**config.mk**
```make
export PLATFORM = sky130hd
export DESIGN_NAME = hazard_stall_ctrl
export DESIGN_NICKNAME = d
export VERILOG_FILES = /design/src/rtl/hazard_stall_ctrl_pkg.sv /design/src/rtl/hazard_stall_ctrl_md_busy_timer.sv /design/src/rtl/hazard_stall_ctrl.sv
export SDC_FILE = /design/constraint.sdc
export NUM_CORES = 1
export LEC_CHECK = 0
export ABC_AREA = 1
export BUFFER_PORTS_ARGS = -buffer_cell sky130_fd_sc_hd__buf_2
export CORE_MARGIN = 2
export CORE_UTILIZATION = 46
export DETAILED_ROUTE_END_ITERATION = 16
export PLACE_DENSITY = 0.8
export SYNTH_ARGS = -nofsm -noshare
export SYNTH_HDL_FRONTEND = slang
export SYNTH_HIERARCHICAL = 1
export SYNTH_SLANG_ARGS = --single-unit
```
**constraint.sdc**
```tcl
create_clock -name clk -period 1.83 [get_ports clk]
set_clock_uncertainty 0.05 [all_clocks]
set_input_delay 0.4575 -clock clk [delete_from_list [all_inputs] [get_ports clk]]
set_output_delay 0.4575 -clock clk [all_outputs]
set_load 0.03 [all_outputs]
```
**src/rtl/hazard_stall_ctrl_pkg.sv**
```systemverilog
// rtl/hazard_stall_ctrl_pkg.sv - shared encodings for the pipeline stall/flush sequencer
package hazard_stall_ctrl_pkg;

    localparam int         CNT_W    = 16;
    localparam logic [4:0] REG_ZERO = 5'd0;

    typedef enum logic [1:0] {
        RUN      = 2'd0,
        MEM_WAIT = 2'd1,
        MEM_DONE = 2'd2
    } mem_state_e;

endpackage

```
**src/rtl/hazard_stall_ctrl_md_busy_timer.sv**
```systemverilog
// rtl/hazard_stall_ctrl_md_busy_timer.sv - load/decrement busy timer for multi-cycle units
module md_busy_timer #(
    parameter int LATENCY = 8
) (
    input  logic clk,
    input  logic rst,
    input  logic i_start,
    input  logic i_hold,
    output logic o_busy
);

    localparam int           W    = (LATENCY > 1) ? $clog2(LATENCY) : 1;
    localparam logic [W-1:0] LOAD = W'(LATENCY - 1);

    logic [W-1:0] r_cnt;
    logic [W-1:0] w_cnt_next;
    logic         r_busy;

    // A held start is re-presented by the stalled stage, so only accept it when not held.
    always_comb begin
        w_cnt_next = r_cnt;
        if (i_start && !i_hold) begin
            w_cnt_next = LOAD;
        end else if (r_cnt != '0) begin
            w_cnt_next = r_cnt - W'(1);
        end
    end

    always_ff @(posedge clk) begin
        if (rst) begin
            r_cnt  <= '0;
            r_busy <= 1'b0;
        end else begin
            r_cnt  <= w_cnt_next;
            r_busy <= (w_cnt_next != '0);
        end
    end

    assign o_busy = r_busy;

endmodule

```
**src/rtl/hazard_stall_ctrl.sv**
```systemverilog
// rtl/hazard_stall_ctrl.sv - priority stall/flush sequencer for the 5-stage pipeline
module hazard_stall_ctrl #(
    parameter int MEM_LATENCY = 3,
    parameter int MD_LATENCY  = 8,
    parameter int CNT_W       = hazard_stall_ctrl_pkg::CNT_W
) (
    input  logic             clk,
    input  logic             rst,
    input  logic [4:0]       id_rs,
    input  logic [4:0]       id_rt,
    input  logic             id_uses_rt,
    input  logic             id_reads_hilo,
    input  logic             ex_mem_read,
    input  logic [4:0]       ex_rt,
    input  logic             mem_access,
    input  logic             md_start,
    input  logic             branch_taken,
    input  logic             jump,
    output logic             pc_write,
    output logic             if_id_write,
    output logic             if_id_flush,
    output logic             id_ex_write,
    output logic             id_ex_bubble,
    output logic             ex_mem_write,
    output logic             md_busy,
    output logic [1:0]       mem_state,
    output logic [CNT_W-1:0] stall_cnt
);

    import hazard_stall_ctrl_pkg::*;

    localparam int              WC_W        = (MEM_LATENCY > 2) ? $clog2(MEM_LATENCY - 1) : 1;
    localparam logic [WC_W-1:0] WAIT_CYCLES = WC_W'((MEM_LATENCY > 2) ? MEM_LATENCY - 2 : 0);
    localparam bit              MEM_MULTI   = (MEM_LATENCY > 1);

    mem_state_e       r_state;
    logic [WC_W-1:0]  r_wcnt;
    logic [CNT_W-1:0] r_stall_cnt;

    logic w_freeze;
    logic w_load_use;
    logic w_hilo;
    logic w_stall;
    logic w_flush;
    logic w_md_busy;

    assign w_freeze   = (r_state == MEM_WAIT) || ((r_state == RUN) && mem_access && MEM_MULTI);
    assign w_load_use = ex_mem_read && (ex_rt != REG_ZERO) &&
                        ((ex_rt == id_rs) || (id_uses_rt && (ex_rt == id_rt)));
    assign w_hilo     = id_reads_hilo && w_md_busy;
    assign w_stall    = w_load_use || w_hilo;
    assign w_flush    = branch_taken || jump;

    // r_wcnt holds the MEM_WAIT cycles still to go, so the RUN cycle plus the
    // wait cycles together hold the pipe for MEM_LATENCY-1 cycles.
    always_ff @(posedge clk) begin
        if (rst) begin
            r_state <= RUN;
            r_wcnt  <= '0;
        end else begin
            case (r_state)
                RUN: begin
                    if (mem_access && MEM_MULTI) begin
                        if (WAIT_CYCLES == '0) begin
                            r_state <= MEM_DONE;
                        end else begin
                            r_state <= MEM_WAIT;
                            r_wcnt  <= WAIT_CYCLES;
                        end
                    end
                end
                MEM_WAIT: begin
                    if (r_wcnt <= WC_W'(1)) begin
                        r_state <= MEM_DONE;
                        r_wcnt  <= '0;
                    end else begin
                        r_wcnt <= r_wcnt - WC_W'(1);
                    end
                end
                MEM_DONE: r_state <= RUN;
                default:  r_state <= RUN;
            endcase
        end
    end

    always_comb begin
        pc_write     = 1'b1;
        if_id_write  = 1'b1;
        id_ex_write  = 1'b1;
        ex_mem_write = 1'b1;
        if_id_flush  = 1'b0;
        id_ex_bubble = 1'b0;
        if (rst) begin
            pc_write     = 1'b0;
            if_id_write  = 1'b0;
            id_ex_write  = 1'b0;
            ex_mem_write = 1'b0;
            if_id_flush  = 1'b1;
            id_ex_bubble = 1'b1;
        end else if (w_freeze) begin
            pc_write     = 1'b0;
            if_id_write  = 1'b0;
            id_ex_write  = 1'b0;
            ex_mem_write = 1'b0;
        end else if (w_stall) begin
            pc_write     = 1'b0;
            if_id_write  = 1'b0;
            id_ex_bubble = 1'b1;
        end else if (w_flush) begin
            if_id_flush  = 1'b1;
        end
    end

    always_ff @(posedge clk) begin
        if (rst) begin
            r_stall_cnt <= '0;
        end else if (!pc_write && (r_stall_cnt != '1)) begin
            r_stall_cnt <= r_stall_cnt + CNT_W'(1);
        end
    end

    md_busy_timer #(
        .LATENCY (MD_LATENCY)
    ) u_md_timer (
        .clk     (clk),
        .rst     (rst),
        .i_start (md_start),
        .i_hold  (w_freeze),
        .o_busy  (w_md_busy)
    );

    assign md_busy   = w_md_busy;
    assign mem_state = r_state;
    assign stall_cnt = r_stall_cnt;

endmodule

```
## Yosys cells after proc, flatten, opt, wreduce, memory -nomap -nowiden

Index checks and enable logic that the tools add are counted.

| operators by class | value |
|---|---|
| add/subtract/negate cells | 3 |
| order comparisons | 1 |
| equal/unequal tests | 6 |
| muxes and demuxes | 20 |
| reduce and logical (&&, ||, !) cells | 20 |

Operator list:

| kind | count |
|---|---|
| 16-bit by 1-bit adder with 16-bit output, second input constant | 1 |
| 16-bit != test, second input constant | 1 |
| 1-bit two-way mux | 14 |
| 5-bit equality test | 2 |
| 1-bit logical AND | 7 |
| 3-bit two-way mux | 2 |
| 3-bit nonzero test | 2 |
| 5-bit nonzero test | 1 |
| 1-bit logical OR | 4 |
| 2-bit two-way mux | 2 |
| 2-bit case mux with 2 select lines | 1 |
| 2-bit AND reduction | 2 |
| 3-bit by 1-bit subtractor with 3-bit output, second input constant | 1 |
| 2-bit by 1-bit equality test with 1-bit output, second input constant | 1 |
| 1-bit zero test | 2 |
| 2-bit zero test | 1 |
| 2-bit by 1-bit != test with 1-bit output, second input constant | 1 |
| 2-bit != test, second input constant | 1 |
| 1-bit case mux with 2 select lines | 1 |
| 2-bit nonzero test | 1 |
| 1-bit less-or-equal comparator, second input constant | 1 |
| 1-bit subtractor, second input constant | 1 |

| storage, ports and cells | value |
|---|---|
| bits in registers | 23 |
| bits of input ports | 24 |
| output and inout bits | 25 |
| logic and storage cells | 55 |

## Depth between registers and ports, before layout

Gate-level depths: netlist of the first run.

| logic depth | value |
|---|---|
| depth in word-level cells | 10 |
| mapped depth | 12 |
| mapped depth without buffers | 12 |

## Cells and area by module

The synthesis of the first run kept the hierarchy.

Modules (own cells, without submodules):

| module | times used | cells an instance | area an instance (µm²) | sequential area each (µm²) |
|---|---|---|---|---|
| hazard_stall_ctrl | 1 | 211 | 1341.3 | 360.3 |
| md_busy_timer | 1 | 31 | 222.7 | 80.1 |

## Least setup slack after synthesis of the first run

No wires, ideal clock.

| timing | value |
|---|---|
| path type | register to output |
| start point | register r_state[1] (netlist: mem_state[1]) |
| end point | output port pc_write |
| arrival time | 2.242 ns |
| required time | 1.322 ns |
| setup slack | -0.920 ns |
| cell stages (with the launch flop) | 10 |
| path buffers | 3 |
| cells stage by stage | dfxtp_1 > inv_1 > o21ai_1 > inv_2 > nor2_1 > nand3_2 > buf_4 > buf_4 > inv_1 > buf_4 |

| on the way | value |
|---|---|
| longest elaborated chain between the ends | 5 |
| elaborated cells between the ends (all ways) | 6 |
| those cells by class | 1 x eq/ne; 2 x mux; 3 x reduce/logical |

RTL lines:

| what | RTL line | text |
|---|---|---|
| start: declaration | hazard_stall_ctrl.sv:36 | `mem_state_e r_state;` |
| start signal: assignment | hazard_stall_ctrl.sv:58 | `r_state <= RUN;` |
| start signal: assignment | hazard_stall_ctrl.sv:65 | `r_state <= MEM_DONE;` |
| start signal: assignment | hazard_stall_ctrl.sv:67 | `r_state <= MEM_WAIT;` |
| 2-bit zero test | hazard_stall_ctrl.sv:47 | `assign w_freeze = (r_state == MEM_WAIT) \|\| ((r_state == RUN) && mem_access && MEM_MULTI);` |
| 1-bit logical AND | hazard_stall_ctrl.sv:47 |  |
| 1-bit logical OR * | hazard_stall_ctrl.sv:47 |  |
| net w_freeze | hazard_stall_ctrl.sv:40 | `logic w_freeze;` |
| 1-bit two-way mux * (2 in a row) | - |  |
| end: declaration | hazard_stall_ctrl.sv:19 | `output logic pc_write,` |

Mark *: on every way through the listed nets, which the timed path passes. The rest lies on a longest branch.

## Worst setup path in the final report of the first run

| timing | value |
|---|---|
| start point | input port ex_rt[3] |
| end point | output port if_id_flush |

| on the way | value |
|---|---|
| longest elaborated chain between the ends | 8 |
| elaborated cells between the ends (all ways) | 11 |
| those cells by class | 2 x eq/ne; 3 x mux; 6 x reduce/logical |

RTL lines:

| what | RTL line | text |
|---|---|---|
| start: declaration | hazard_stall_ctrl.sv:14 | `input logic [4:0] ex_rt,` |
| 5-bit equality test | hazard_stall_ctrl.sv:49 | `((ex_rt == id_rs) \|\| (id_uses_rt && (ex_rt == id_rt)));` |
| 1-bit logical AND | hazard_stall_ctrl.sv:49 |  |
| 1-bit logical OR | hazard_stall_ctrl.sv:49 |  |
| 1-bit logical AND * | hazard_stall_ctrl.sv:48 | `assign w_load_use = ex_mem_read && (ex_rt != REG_ZERO) &&` |
| 1-bit logical OR * | hazard_stall_ctrl.sv:51 | `assign w_stall = w_load_use \|\| w_hilo;` |
| 1-bit two-way mux * | hazard_stall_ctrl.sv:105 | `end else if (w_stall) begin` |
| 1-bit two-way mux * | hazard_stall_ctrl.sv:100 | `end else if (w_freeze) begin` |
| 1-bit two-way mux * | hazard_stall_ctrl.sv:93 | `if (rst) begin` |
| end: declaration | hazard_stall_ctrl.sv:21 | `output logic if_id_flush,` |

Mark *: on every way between the ends. The rest lies on a longest branch, timed or not.

==> flow_summary.toml, run 1 <==
[clock_network]
cts.sinks = 22
h-tree-depth = 1
clock_latency_ns = 0.32
numCtsBuffers = 3
cts_root_buffer = "clkbuf_4"
clk_pin_slew_worst_paths_ns = 0.15
cts.path.max_buffers = 2
cts_tree = "yes"
cts_hold_buf = 0

[yosys]
synth_cell_types = 29
synth.top_cell.area_share = 0.282
async_flop_share = 0
synth_top_cell_by_area = "dfxtp_1"
synth_ff_type = "dfxtp_1"
ys_warn_count = 6
ys_seq_elements = 22
ys_top_cells_by_area = "dfxtp_1 (28%), nand2_1 (18%), nand3_1 (7.7%), inv_1 (6.7%), a21oi_2 (5.6%)"
synth_edf_count = 0
syn_nets = 270
postSynthAreaPerCell_um2 = 6.46
syn_inst = 242
ys_seq_area_frac = 0.282
syn-cell-area_um2 = 1560

[drt]
dr.pass1.iters = 5
drt-wirelength-per-cell_um = 10.9
via_per_inst = 4.78
drcViolationCount = 0
drt_iter0_drc = 56
wl_um = 3800
postRouteAntennaNets = 0
vias = 1665

[run]
maxCapViolCount = 0

[global_route]
grt.total_usage = 0.204
grt-ovfl-total = 0
grt_pass1_vias = 1547
antenna_found_initial = 0
grt_max_degree = 16
grt_pass1_wl_um = 6560

[die]
io_pins = 49
die_h_um = 62.3
rows = 21
dieArea_um2 = 3880
core_um2 = 3310
die_w_um = 62.3
start_util = 0.472

[worst_setup_path]
crit_fanout = 4
required_ns = 1.32
regToRegEndpoint = "stall_cnt[1]"
critPathArrivalTime_ns = 1.36
reg2reg_slack_ns = 0.12
reg2reg_depth = 10
cp-start-kind = "input pin"
worst_setup_path_end_kind = "output pin"
path_common_cell = "nand2_2"
path_class = "input pin to output pin"
worstSetupStartpoint = "ex_rt[3]"
crit_chain = "buf_8, inv_6, nand4_1, o21ai_1, inv_1, nand2_2, nand2_2, o21ai_2, buf_6"
cpMaxStageDelayCell = "buf_6"
r2r-start = "stall_cnt[0]"
worstSetupEndpoint = "if_id_flush"
max_stage_delay_ns = 0.15

[final_layout]
finish.cell_count_without_fillers = 348
mostFrequentLayoutCell = "nand2_1"
areaGrowthSynthToFinish_pct = 40.8
drive_gt1_frac = 0.394
mostFrequentLayoutCells = "nand2_1 (66), buf_2 (31), inv_1 (24), nand3_1 (24), nor2_1 (20)"
final_nets = 331
insertedDiodeCount = 0

[timing]
worst_slew_pin_slew_ns = 0.299
hold_viol_final = 0
fmaxAchievable_mhz = 537
tns_ns = -0.126
rsz0062_at_grt = "yes"
setup_slack_ns = -0.0335
setup_viol = 6
fin_crit_sh = 1.02
maxSlewHeadroom = 0.799
slew_viol_final = 0
period_minus_slack_ns = 1.86

[status]
status = "finished with violations"
violations = "setup timing"

[min_path]
hold_class = "input pin to flop"
holdPathStages = 3

[power]
leakage_nw = 1.06
power_mw = 1.32
power.density_nw_per_um2 = 599
max-vdd-ir-drop_uv = 660

[placement]
gp_congestion = 0.906
hpwlAfterDp_um = 2750
io_buffers = 48
dp.cells = 341
synthesized netlist by cell type (2+ instances only):
cell	count
nand2_2	3
nand3_1	24
ha_1	4
inv_2	9
clkbuf_1	2
nand3b_1	4
a21oi_2	10
xor2_1	8
nand3_2	3
a21oi_1	4
nand2_1	73
nor2_2	2
dfxtp_1	22
buf_4	4
inv_1	28
xnor2_1	3
nor2_1	21
nor3_1	5
o21ai_0	3
worst min-delay path by stage:
stage	endpoint	start	slack (ns)
4_1_cts	mem_state[0]	mem_access	0.32
6_report	mem_state[0]	mem_access	0.33
2_1_floorplan	mem_state[1]	mem_state[0]	0.48
5_1_grt	mem_state[0]	mem_access	0.33
3_5_place_dp	mem_state[0]	mem_state[0]	0.41
3_3_place_gp	mem_state[0]	mem_state[0]	0.41
through the flow:
stage / setup WS [ns] / util / hold WS (ns) / cell area, um2
final: -0.0335 / 0.665 / 0.329 / 2200
after global routing: -0.115 / 0.665 / 0.325 / 2200
after CTS: -0.0454 / 0.639 / 0.317 / 2110
after detailed placement: -0.0946 / 0.590 / 0.407 / 1950
after global placement: -0.0943 / 0.590 / 0.409 / 1950
after floorplan: -0.281 / - / 0.477 / 1610
what timing repair did:
action	4_1_cts	5_1_grt
endpoints found under the hold margin	0	0
resized for setup	28	19
setup endpoints to repair	6	12
buffers inserted	1	2
pin swaps	20	11
critical path, delay by kind of cell:
family / cells / cell delay [ns]
buffers and inverters: 4 / 0.36
AND/OR/NAND/NOR: 3 / 0.26
AO/OA/AOI/OAI: 2 / 0.28
area by class of cell:
| cell class | instances | area (um2) |
|---|---|---|
| Timing Repair Buffer | 64 | 487 |
| Clock buffer | 3 | 22.5 |
| Inverter | 38 | 158 |
| Multi-Input combinational cell | 174 | 997 |
| Clock inverter | 1 | 30.0 |
| Tap cell | 46 | 57.6 |
| Fill cell | 300 | 1110 |
| Sequential cell | 22 | 450 |
logic make-up (layout without fill, tap and decap cells):
family / Yosys count / after routing / synth area share
adders and majority gates: 4 / 4 / 0.0320
and+or+nand+nor: 140 / 140 / 0.413
AOI/OAI and AO/OA: 19 / 19 / 0.0856
buffers and inverters: 46 / 106 / 0.126
xor gates and xnor gates: 11 / 11 / 0.0616
DFF: 22 / 22 / 0.282
per-layer routing:
metal	global-route usage	vias to the layer above	share of wire
met2	0.380	34	0.52
met5	0	-	0
met3	0.0362	2	0.039
met4	0.0472	0	0.0045
li1	-	868	-
met1	0.243	761	0.44
power breakdown:
part,internal [mW],switching (mW)
Sequential,0.509,0.0178
Clock,0.221,0.154
Combinational,0.175,0.242
Total,0.905,0.414
sequential cells by signal (all words and copies together), names as in the netlist:
register           cells
u_md_timer/r_cnt       3
u_md_timer/o_busy      1
stall_cnt             16
mem_state              2
Power figures use the tool's default switching activity.
==> inputs of run 2 (changes only) <==
--- a/config.mk
+++ b/config.mk
@@ -6,11 +6,13 @@
 export NUM_CORES = 1
 export LEC_CHECK = 0
 export ABC_AREA = 1
-export BUFFER_PORTS_ARGS = -buffer_cell sky130_fd_sc_hd__buf_2
+export BUFFER_PORTS_ARGS = -buffer_cell sky130_fd_sc_hd__buf_4
+export CELL_PAD_IN_SITES_DETAIL_PLACEMENT = 0
+export CELL_PAD_IN_SITES_GLOBAL_PLACEMENT = 1
 export CORE_MARGIN = 2
-export CORE_UTILIZATION = 46
+export CORE_UTILIZATION = 31
 export DETAILED_ROUTE_END_ITERATION = 16
-export PLACE_DENSITY = 0.8
+export PLACE_DENSITY = 0.79
 export SYNTH_ARGS = -nofsm -noshare
 export SYNTH_HDL_FRONTEND = slang
 export SYNTH_HIERARCHICAL = 1
==> run 2 against run 1 <==
Net effect:
- the run still ends with setup timing left
- die area rose by 45%
- register-to-register slack improved by 0.03 ns
- largest power group unchanged
- cell count rose by 5.5%
- non-clock buffer count fell by 2
- largest cell class unchanged
- routed wire length fell by 0.74%
==> flow_summary.toml, run 2 (same netlist as run 1, synthesis figures left out) <==
[final_layout]
final_nets = 329
post-route-util = 0.481
largest_register_ffs = 16
insertedDiodeCount = 0
areaGrowthSynthToFinish_pct = 47.0
drive_gt1_frac = 0.393
finish.cell_count_without_fillers = 367
mostFrequentLayoutCell = "nand2_1"
mostFrequentLayoutCells = "nand2_1 (66), buf_4 (48), nand3_1 (24), inv_1 (23), nor2_1 (20)"

[global_route]
grt_pass1_wl_um = 6230
grt_max_degree = 15
antenna_found_initial = 0
grt_pass1_vias = 1405
grt-ovfl-total = 0
grt.total_usage = 0.143

[worst_setup_path]
crit_fanout = 3
worst_setup_path_end_kind = "output pin"
path_class = "input pin to output pin"
cp-start-kind = "input pin"
critPathArrivalTime_ns = 1.34
reg2reg_depth = 10
required_ns = 1.32

[power]
intPower_mw = 0.928
p_switching_mw = 0.419
seqPwrFrac = 0.394
share_comb_of_total_power = 0.307
max-vdd-ir-drop_uv = 467
clkPwrFrac = 0.299
power_mw = 1.35
power.density_nw_per_um2 = 586
leakage_nw = 1.08
power_switching_share = 0.311

[die]
rows = 25
die_w_um = 75.0
dieArea_um2 = 5630
io_pins = 49
core_um2 = 4790
start_util = 0.327
die_h_um = 75.0

[placement]
dp.cells = 361
hpwlAfterDp_um = 3010
io_buffers = 48
gp_congestion = 0.790

[clock_network]
numCtsBuffers = 3
cts.path.max_buffers = 2
clk_pin_slew_worst_paths_ns = 0.08
h-tree-depth = 1
clock_latency_ns = 0.27
cts.sinks = 22
cts_root_buffer = "clkbuf_8"
cts_tree = "yes"
cts_hold_buf = 0

[drt]
via_per_inst = 4.32
vias = 1585
dr.pass1.iters = 4
drcViolationCount = 0
drt-wirelength-per-cell_um = 10.3
wl_um = 3770
postRouteAntennaNets = 0
drt_iter0_drc = 50

[timing]
fin_crit_sh = 1.01
setup_viol = 3
rsz0062_at_grt = "yes"
period_minus_slack_ns = 1.85
setup_slack_ns = -0.0197
worst_slew_pin_slew_ns = 0.294
slew_viol_final = 0
holdWs_ns = 0.388
hold_viol_final = 0
fmaxAchievable_mhz = 541
maxSlewHeadroom = 0.804
tns_ns = -0.0443

[status]
violations = "setup timing"
status = "finished with violations"

[min_path]
hold_class = "input pin to flop"
holdPathStages = 3

[run]
maxCapViolCount = 0
[run 2: critical path: stages]
cell and delay (ns):
buf_8 0.08, inv_4 0.03, nand2_1 0.05, nand2_1 0.04, nor2_1 0.11, nand3_1 0.08
nand2_1 0.08, nand2_2 0.08, nand3_4 0.09, clkinvlp_4 0.11, buf_6 0.14
[run 2: timing repair]
action	CTS	global route
setup endpoints to repair	4	18
pin swaps	12	16
resized for setup	21	18
cloned	0	0
setup buffers	0	2
[run 2: layout make-up]
cell class,instances,area [um2]
Clock buffer,4,66.3
Fill cell,516,2490
Inverter,38,160
Multi-Input combinational cell,174,1000
Sequential cell,22,448
Tap cell,67,83.8
Timing Repair Buffer,62,538
[run 2: layer usage]
metal,track usage,vias up,wire length (um)
li1,-,866,-
met1,0.182,692,1790
met2,0.249,23,1820
met3,0.0335,4,137
met4,0.0298,0,27
met5,0,-,0
[run 2: per-stage QoR]
stage	setup WS, ns	instance area, um2
5_1_grt	-0.132	2300
6_report	-0.0197	2300
2_1_floorplan	-0.281	1610
3_5_place_dp	-0.114	2090
3_3_place_gp	-0.108	2090
4_1_cts	-0.0445	2220
[run 2: power by group through the flow]
stage               sequential, mW  combinational [mW]  clock [mW]
global placement             0.542               0.384           0
detailed placement           0.542               0.385           0
CTS                          0.531               0.409       0.420
finish                       0.531               0.414       0.404
global route                 0.536               0.459       0.440
floorplan                    0.576               0.223           0
[run 2: worst paths after layout]
| check | startpoint | endpoint | slack, ns |
|---|---|---|---|
| max | ex_rt[1] | pc_write | -0.02 |
| min | mem_access | mem_state[0] | 0.39 |
| max reg2reg | stall_cnt[1] | stall_cnt[0] | 0.15 |
| min reg2reg | mem_state[0] | mem_state[0] | 0.43 |
==> inputs of run 3 (changes only) <==
--- a/config.mk
+++ b/config.mk
@@ -12,7 +12,7 @@
 export CORE_MARGIN = 2
 export CORE_UTILIZATION = 31
 export DETAILED_ROUTE_END_ITERATION = 16
-export PLACE_DENSITY = 0.79
+export PLACE_DENSITY = 0.78
 export SYNTH_ARGS = -nofsm -noshare
 export SYNTH_HDL_FRONTEND = slang
 export SYNTH_HIERARCHICAL = 1
==> run 3 against run 2 <==
Net effect:
- the run still ends with setup timing left
- critical path type unchanged
- largest power group unchanged
- non-clock buffer count increased by 1
- setup slack improved by 0.0055 ns
- fmax increased by 0.30%
- power increased by 1.4%
- core utilization increased by 0.34 points
- critical path depth decreased by 1
- clock power increased by 1%
- die area unchanged
==> flow_summary.toml, run 3 (same netlist as run 1, synthesis figures left out) <==
[final_layout]
postLayoutCellArea_um2 = 2320
mostFrequentLayoutCells = "nand2_1 (61), buf_4 (48), nand3_1 (24), inv_1 (22), nor2_1 (19)"
areaGrowthSynthToFinish_pct = 48.1
largest_register_ffs = 16
mostFrequentLayoutCell = "nand2_1"
nFillCells = 484
finish.cell_count_without_fillers = 368
drive_gt1_frac = 0.419
insertedDiodeCount = 0
final_nets = 330

[timing]
fmaxAchievable_mhz = 542
maxSlewHeadroom = 0.798
setup_viol = 3
worst_slew_pin_slew_ns = 0.301
rsz0062_at_grt = "yes"
hold_viol_final = 0
period_minus_slack_ns = 1.84
holdWs_ns = 0.390
fin_crit_sh = 1.01
slew_viol_final = 0
setup_slack_ns = -0.0141

[drt]
wl_um = 3940
drt_iter0_drc = 62
drt-wirelength-per-cell_um = 10.7
via_per_inst = 4.38
postRouteAntennaNets = 0
vias = 1611
drcViolationCount = 0
dr.pass1.iters = 5

[worst_setup_path]
worstSetupEndpoint = "pc_write"
regToRegEndpoint = "stall_cnt[0]"
path_class = "input pin to output pin"
required_ns = 1.32
path_common_cell = "nand2_1"
cp-start-kind = "input pin"
max_stage_delay_ns = 0.14
critPathArrivalTime_ns = 1.34
reg2reg_depth = 10
crit_chain = "buf_4, nand2_1, nand2_1, nor2_1, nand3_1, nand2_1, nand2_2, nand3_4, clkinvlp_4, buf_6"
worst_setup_path_end_kind = "output pin"
crit_fanout = 2
reg2reg_slack_ns = 0.15
cpMaxStageDelayCell = "buf_6"
r2r-start = "stall_cnt[1]"
worstSetupStartpoint = "id_rt[0]"

[placement]
dp.cells = 362
io_buffers = 48
hpwlAfterDp_um = 3090
dpl-instance-area_um2 = 2090
gp_congestion = 0.783

[die]
io_pins = 49
start_util = 0.327
die_h_um = 75.0
core_um2 = 4790
die_w_um = 75.0
rows = 25
dieArea_um2 = 5630

[clock_network]
cts.sinks = 22
clock_latency_ns = 0.26
h-tree-depth = 1
cts_hold_buf = 0
clk_pin_slew_worst_paths_ns = 0.08
numCtsBuffers = 3
cts.path.max_buffers = 2
cts_root_buffer = "clkbuf_8"
cts_tree = "yes"

[min_path]
hold_class = "input pin to flop"

[global_route]
antenna_found_initial = 0
grt-ovfl-total = 0
grt.total_usage = 0.154
grt_pass1_vias = 1528
grt_pass1_wl_um = 6830
grt_max_degree = 14

[run]
maxCapViolCount = 0

[power]
power.density_nw_per_um2 = 590
leakage_nw = 1.06
max-vdd-ir-drop_uv = 375
power_mw = 1.37

[status]
violations = "setup timing"
status = "finished with violations"
run 3: critical path, delay by kind of cell:
kind                   cells  cell delay [ns]
AND/OR/NAND/NOR            7             0.51
buffers and inverters      3             0.37
run 3: power breakdown:
group	internal, mW	switching, mW	total (mW)
Combinational	0.191	0.240	0.431
Clock	0.237	0.171	0.408
Sequential	0.509	0.0192	0.528
run 3: cell type report:
class / instances / area, um2 / share of cell area
Multi-Input combinational cell: 174 / 1010 / 0.437
Timing Repair Buffer: 63 / 548 / 0.237
Sequential cell: 22 / 448 / 0.193
Inverter: 38 / 158 / 0.0681
Tap cell: 67 / 83.8 / 0.0362
Clock buffer: 4 / 66.3 / 0.0286
run 3: worst min-delay path by stage:
stage | start | end | slack [ns] | cells after the start
after CTS | mem_access | mem_state[0] | 0.38 | 3
after global placement | mem_state[0] | mem_state[1] | 0.42 | 2
final | mem_access | mem_state[0] | 0.39 | 3
after detailed placement | mem_state[0] | mem_state[0] | 0.42 | 1
after floorplan | mem_state[0] | mem_state[1] | 0.48 | 2
after global routing | mem_access | mem_state[0] | 0.40 | 3
run 3: per-layer routing:
metal	vias up	track usage	share of wire
li1	867	-	-
met1	719	0.212	0.48
met2	23	0.257	0.48
met3	2	0.0295	0.031
met4	0	0.0179	0.0048
met5	-	0	0
run 3: repair_timing:
| action | CTS | global route |
|---|---|---|
| setup buffers | 1 | 1 |
| pin swaps | 25 | 18 |
| gates resized for setup | 30 | 18 |
| setup endpoints to repair | 4 | 9 |
| endpoints found under the hold margin | 0 | 0 |
run 3: per-stage QoR:
stage	worst slack [ns]	TNS [ns]	util
4_1_cts	-0.0269	-0.0631	0.470
5_1_grt	-0.111	-0.409	0.484
2_1_floorplan	-0.281	-0.412	-
3_5_place_dp	-0.127	-1.24	0.436
3_3_place_gp	-0.111	-0.903	0.436
6_report	-0.0141	-0.0288	0.484
